[config.mk]
export PLATFORM = sky130hd
export DESIGN_NAME = lpf_decim_buf
export DESIGN_NICKNAME = d
export VERILOG_FILES = /design/src/rtl/lpf_pkg.sv /design/src/rtl/lpf_sample_fifo.sv /design/src/rtl/lpf_decim_buf.sv
export SDC_FILE = /design/constraint.sdc
export NUM_CORES = 1
export LEC_CHECK = 0
export ABC_AREA = 1
export CAP_MARGIN = 25
export CORE_MARGIN = 2
export CORE_UTILIZATION = 52
export DETAILED_ROUTE_END_ITERATION = 6
export PLACE_DENSITY = 0.76
export SYNTH_ARGS = -nofsm -noshare
export SYNTH_HDL_FRONTEND = slang
export SYNTH_HIERARCHICAL = 1
export SYNTH_SLANG_ARGS = --single-unit
[constraint.sdc]
create_clock -name clk -period 1.91 [get_ports clk]
set_input_delay 0.4775 -clock clk [delete_from_list [all_inputs] [get_ports clk]]
set_output_delay 0.4775 -clock clk [all_outputs]
set_load 0.01 [all_outputs]
[src/rtl/lpf_pkg.sv]
// Shared constants and sample type for the FIR low-pass chain and its downstream stages.
package lpf_pkg;
  localparam int LPF_DW         = 12;
  localparam int LPF_DECIM_LOG2 = 2;
  typedef logic signed [LPF_DW-1:0] sample_t;
endpackage

[src/rtl/lpf_sample_fifo.sv]
// Synchronous show-ahead FIFO; a push while full without a pop is dropped and reported as a pulse.
module lpf_sample_fifo #(
  parameter int DW      = 12,
  parameter int FIFO_AW = 2
) (
  input  logic               clk,
  input  logic               rst,
  input  logic               push_i,
  input  logic [DW-1:0]      wdata_i,
  input  logic               pop_i,
  output logic [DW-1:0]      rdata_o,
  output logic               full_o,
  output logic               empty_o,
  output logic [FIFO_AW:0]   level_o,
  output logic               drop_o
);
  localparam int DEPTH = 1 << FIFO_AW;
  localparam logic [FIFO_AW:0] LVL_FULL = (FIFO_AW+1)'(DEPTH);

  logic [DW-1:0]      mem_q [DEPTH];
  logic [FIFO_AW-1:0] wr_q, wr_d, rd_q, rd_d;
  logic [FIFO_AW:0]   level_q, level_d;
  logic               pop_s, wr_s;

  assign empty_o = (level_q == '0);
  assign full_o  = (level_q == LVL_FULL);
  assign level_o = level_q;
  assign rdata_o = empty_o ? '0 : mem_q[rd_q];

  // A full FIFO still accepts a push when the head leaves in the same cycle.
  always_comb begin
    pop_s  = pop_i & ~empty_o;
    wr_s   = push_i & (~full_o | pop_s);
    drop_o = push_i & full_o & ~pop_s;
    wr_d   = wr_s  ? wr_q + FIFO_AW'(1) : wr_q;
    rd_d   = pop_s ? rd_q + FIFO_AW'(1) : rd_q;
    case ({wr_s, pop_s})
      2'b10:   level_d = level_q + (FIFO_AW+1)'(1);
      2'b01:   level_d = level_q - (FIFO_AW+1)'(1);
      default: level_d = level_q;
    endcase
  end

  always_ff @(posedge clk) begin
    if (rst) begin
      wr_q    <= '0;
      rd_q    <= '0;
      level_q <= '0;
    end else begin
      wr_q    <= wr_d;
      rd_q    <= rd_d;
      level_q <= level_d;
    end
  end

  always_ff @(posedge clk) begin
    if (wr_s) begin
      mem_q[wr_q] <= wdata_i;
    end
  end
endmodule

[src/rtl/lpf_decim_buf.sv]
// Accumulate-and-dump decimator behind the FIR output, buffered toward a valid/ready consumer.
module lpf_decim_buf
  import lpf_pkg::*;
#(
  parameter int DW         = LPF_DW,
  parameter int DECIM_LOG2 = LPF_DECIM_LOG2,
  parameter int FIFO_AW    = 2
) (
  input  logic                 clk,
  input  logic                 rst,
  input  logic                 f_s,
  input  logic signed [DW-1:0] din,
  input  logic                 en,
  output logic signed [DW-1:0] dout,
  output logic                 dout_valid,
  input  logic                 dout_ready,
  output logic [FIFO_AW:0]     fifo_level,
  output logic                 ovf
);
  localparam int AW = DW + DECIM_LOG2;
  localparam logic [DECIM_LOG2-1:0] CNT_LAST = DECIM_LOG2'((1 << DECIM_LOG2) - 1);

  logic                   pl0_q, pl1_q, cap_q, stb_s;
  logic signed [AW-1:0]   acc_q, acc_d, sum_s, avg_s;
  logic [DECIM_LOG2-1:0]  cnt_q, cnt_d;
  logic                   push_s, drop_s, empty_s, full_s;
  logic [DW-1:0]          res_s, rdata_s;
  logic                   ovf_q, ovf_d;

  assign stb_s = pl0_q & ~pl1_q;

  // din is sampled one clk after the strobe, once the FIR output register has updated.
  always_comb begin
    sum_s  = acc_q + {{DECIM_LOG2{din[DW-1]}}, din};
    avg_s  = sum_s >>> DECIM_LOG2;
    res_s  = avg_s[DW-1:0];
    acc_d  = acc_q;
    cnt_d  = cnt_q;
    push_s = 1'b0;
    ovf_d  = ovf_q | drop_s;
    if (!en) begin
      acc_d = '0;
      cnt_d = '0;
    end else if (cap_q) begin
      if (cnt_q == CNT_LAST) begin
        push_s = 1'b1;
        acc_d  = '0;
        cnt_d  = '0;
      end else begin
        acc_d = sum_s;
        cnt_d = cnt_q + DECIM_LOG2'(1);
      end
    end else begin
      acc_d = acc_q;
      cnt_d = cnt_q;
    end
  end

  always_ff @(posedge clk) begin
    if (rst) begin
      pl0_q <= 1'b0;
      pl1_q <= 1'b0;
      cap_q <= 1'b0;
      acc_q <= '0;
      cnt_q <= '0;
      ovf_q <= 1'b0;
    end else begin
      pl0_q <= f_s;
      pl1_q <= pl0_q;
      cap_q <= stb_s;
      acc_q <= acc_d;
      cnt_q <= cnt_d;
      ovf_q <= ovf_d;
    end
  end

  lpf_sample_fifo #(
    .DW      (DW),
    .FIFO_AW (FIFO_AW)
  ) u_fifo (
    .clk     (clk),
    .rst     (rst),
    .push_i  (push_s),
    .wdata_i (res_s),
    .pop_i   (dout_ready),
    .rdata_o (rdata_s),
    .full_o  (full_s),
    .empty_o (empty_s),
    .level_o (fifo_level),
    .drop_o  (drop_s)
  );

  assign dout       = rdata_s;
  assign dout_valid = ~empty_s;
  assign ovf        = ovf_q;
endmodule

==> flow_summary.json <==
{
  "skew_ns": 0.00782,
  "final_area_mm2": 0.00524,
  "fin_setup_tns_ns": -0.176,
  "yosys_warnings": 6,
  "cp-start-kind": "flop",
  "die-area_mm2": 0.00830,
  "cts.clk_slew.worst_paths_ns": 0.09,
  "p_leak_nw": 2.21,
  "postCtsHoldBufs": 0,
  "port_buffers": 33,
  "dp_slack_ns": -0.564,
  "die_w_um": 91.1,
  "grt_max_degree": 17,
  "holdPathEnd": "cap_q",
  "whs_path_depth": 1,
  "violations": "negative setup slack",
  "ys_ff_latch": 77,
  "yosysTopAreaCellShare_pct": 36.5,
  "insertion_delay_ns": 0.35,
  "grtUsageMet3_pct": 3.98,
  "grtUsageTotal_pct": 21.7,
  "grt_pass1_wl_um": 14400,
  "nets": 580,
  "synth_cell_types": 34,
  "vias": 3314,
  "ff2ff_path_depth": 11,
  "reg2reg_to": "acc_q[6]",
  "finalPower_mw": 4.85,
  "tightest_slew_ns": 0.576,
  "io_pins": 34,
  "layout_common_cells": "nand2_1, nor2_1, buf_4",
  "core_area_mm2": 0.00729,
  "slew_headroom_pct": 61.5,
  "finalCritPeriodShare_pct": 104,
  "slowest_stage": "dfxtp_4",
  "antenna_found_initial": 0,
  "status": "finished with violations",
  "cts_max_level": 3,
  "finalHoldViolations": 0,
  "setup_ws_ns": -0.0714,
  "async_reset_ff_share_pct": 0,
  "grt_pass1_vias": 3269,
  "drive_above_1_share_pct": 29.6,
  "synthCells": 453,
  "hold_path.class": "flop to flop",
  "final_cells": 647,
  "ir_drop_v": 0.000360,
  "synth_top_flop_cell": "edfxtp_1",
  "path_common_cell": "nor2_1",
  "cts_sinks": 77,
  "synth_area_mm2": 0.00395,
  "r2r_slack_ns": 0.13,
  "hpwlAfterDp_um": 6010,
  "synth_seq_area_share_pct": 51.3,
  "postPlaceCellArea_mm2": 0.00473,
  "synth_enable_flop_cells": 48,
  "slowest_delay_ns": 0.38,
  "gr-total-overflow": 0,
  "wl_per_cell_um": 13.9,
  "final_common_cell": "nand2_1",
  "slew_violations": 0,
  "start_util_pct": 54.1,
  "rsz0062_at_grt": "true",
  "dpl.cell_count": 623,
  "setup_violations": 6,
  "use_met1_pct": 26.3,
  "end_kind": "primary output",
  "cap_violations": 0,
  "criticalPathCategory": "flop to primary output",
  "max_freq_mhz": 505,
  "viasPerCell": 5.12,
  "finalWirelength_um": 8970,
  "top_usage_layer": "met2",
  "path_max_fanout": 7,
  "cts_buffers": 9,
  "die_y_um": 91.1,
  "num_rows": 31,
  "hp-start": "pl1_q",
  "root_buffer": "clkbuf_8",
  "period_minus_slack_ns": 1.98,
  "ant_nets": 0,
  "powerDensity_mw_per_mm2": 926,
  "syn_to_final_growth_pct": 32.7,
  "drt_pass1_iterations": 5,
  "r2r_start": "acc_q[0]",
  "synth_area_leaders": "edfxtp_1, dfxtp_1, nand2_1",
  "tritoncts": "yes",
  "yosysTopAreaCell": "edfxtp_1",
  "arrival_ns": 1.50,
  "clk_path_buf_depth": 2,
  "synth_nets": 490,
  "met2_usage_pct": 38.5,
  "avgSynthCellArea_um2": 8.71,
  "gp_congestion": 0.883,
  "diodes": 0,
  "cp.required_ns": 1.43,
  "drt-initial-drc-count": 157,
  "cp_cell_sequence": "buf_8, buf_6, nor2_1, nor2_1, o21ai_1, a21oi_2, buf_2",
  "route.detailed.drc": 0
}
==> worst max-delay path, delay by kind of cell (launching register included) <==
family / cells / cell delay (ns)
buffers and inverters: 3 / 0.39
flip-flops: 1 / 0.38
AND/OR/NAND/NOR: 2 / 0.14
AO/OA/AOI/OAI: 2 / 0.24
==> cell usage after synthesis, types with 3 or more instances <==
cell,count
nand2_1,83
nor2_1,74
inv_1,49
edfxtp_1,48
a21oi_1,36
dfxtp_1,29
o21ai_0,25
nand3_1,20
ha_1,18
inv_2,8
nand2_2,7
and2_1,6
nand4_1,6
buf_2,5
a21oi_2,4
nand2_4,4
nor2_2,4
xor2_1,3
==> registers in the layout, summed over array words and instances (netlist names), named ones only <==
register and count:
acc_q 14, cap_q 1, cnt_q 2, ovf 1, pl0_q 1, pl1_q 1
u_fifo/level_o 3, u_fifo/mem_q 48, u_fifo/rd_q 2, u_fifo/wr_q 2
==> where the power goes <==
| part | switching (mW) | internal [mW] | leakage (nW) |
|---|---|---|---|
| Clock | 0.663 | 0.489 | 0.0881 |
| Combinational | 0.939 | 0.869 | 1.46 |
| Sequential | 0.0537 | 1.83 | 0.669 |
| Total | 1.66 | 3.19 | 2.21 |
==> metal layers <==
| metal | up-vias | share of wire, % |
|---|---|---|
| met3 | 18 | 3.9 |
| met1 | 1559 | 44 |
| li1 | 1659 | - |
| met2 | 78 | 50 |
| met5 | - | 0 |
| met4 | 0 | 1.4 |
==> cell families (layout without fill, tap and decap cells) <==
logic type                 after synthesis  after routing  share of synthesized area (%)
DFF                                     77             77                           51.3
AOI/OAI and AO/OA                       70             70                           9.67
adders and majority gates               20             20                           6.72
buffers and inverters                   70            165                           7.26
xor gates and xnor gates                 7              7                           1.93
and+or+nand+nor                        209            209                           23.2
==> per-stage QoR <==
step           utilization (%)  hold WS [ns]
2_1_floorplan                -         0.374
3_3_place_gp              64.9         0.381
3_5_place_dp              64.9         0.393
4_1_cts                   69.6         0.405
5_1_grt                   71.8         0.427
6_report                  71.8         0.404
==> layout make-up <==
class | instances | area, um^2
clock buffers | 9 | 124
clock inverters | 7 | 57.6
repair buffers | 90 | 774
fillers | 553 | 2060
well taps | 99 | 124
multi-input cells | 306 | 1900
inverters | 59 | 225
flip-flops and latches | 77 | 2030
==> worst max path at each step <==
| stage | from | end | slack [ns] | cells after the start |
|---|---|---|---|---|
| detailed placement | din[0] | u_fifo/mem_q[2][10] | -0.56 | 11 |
| global route | flop | dout[4] | -0.12 | 7 |
| CTS | flop | dout[4] | -0.03 | 6 |
| finish | flop | dout[2] | -0.07 | 7 |
| floorplan | din[0] | u_fifo/mem_q[0][10] | 0.03 | 10 |
| global placement | din[0] | u_fifo/mem_q[0][10] | -0.51 | 11 |
==> repair_timing <==
action | CTS | global route
setup endpoints to repair | 54 | 48
pin swaps | 15 | 11
endpoints found under the hold margin | 0 | 0
resized for setup | 90 | 43
setup buffers | 4 | 5
(Power assumes the default switching activity.)
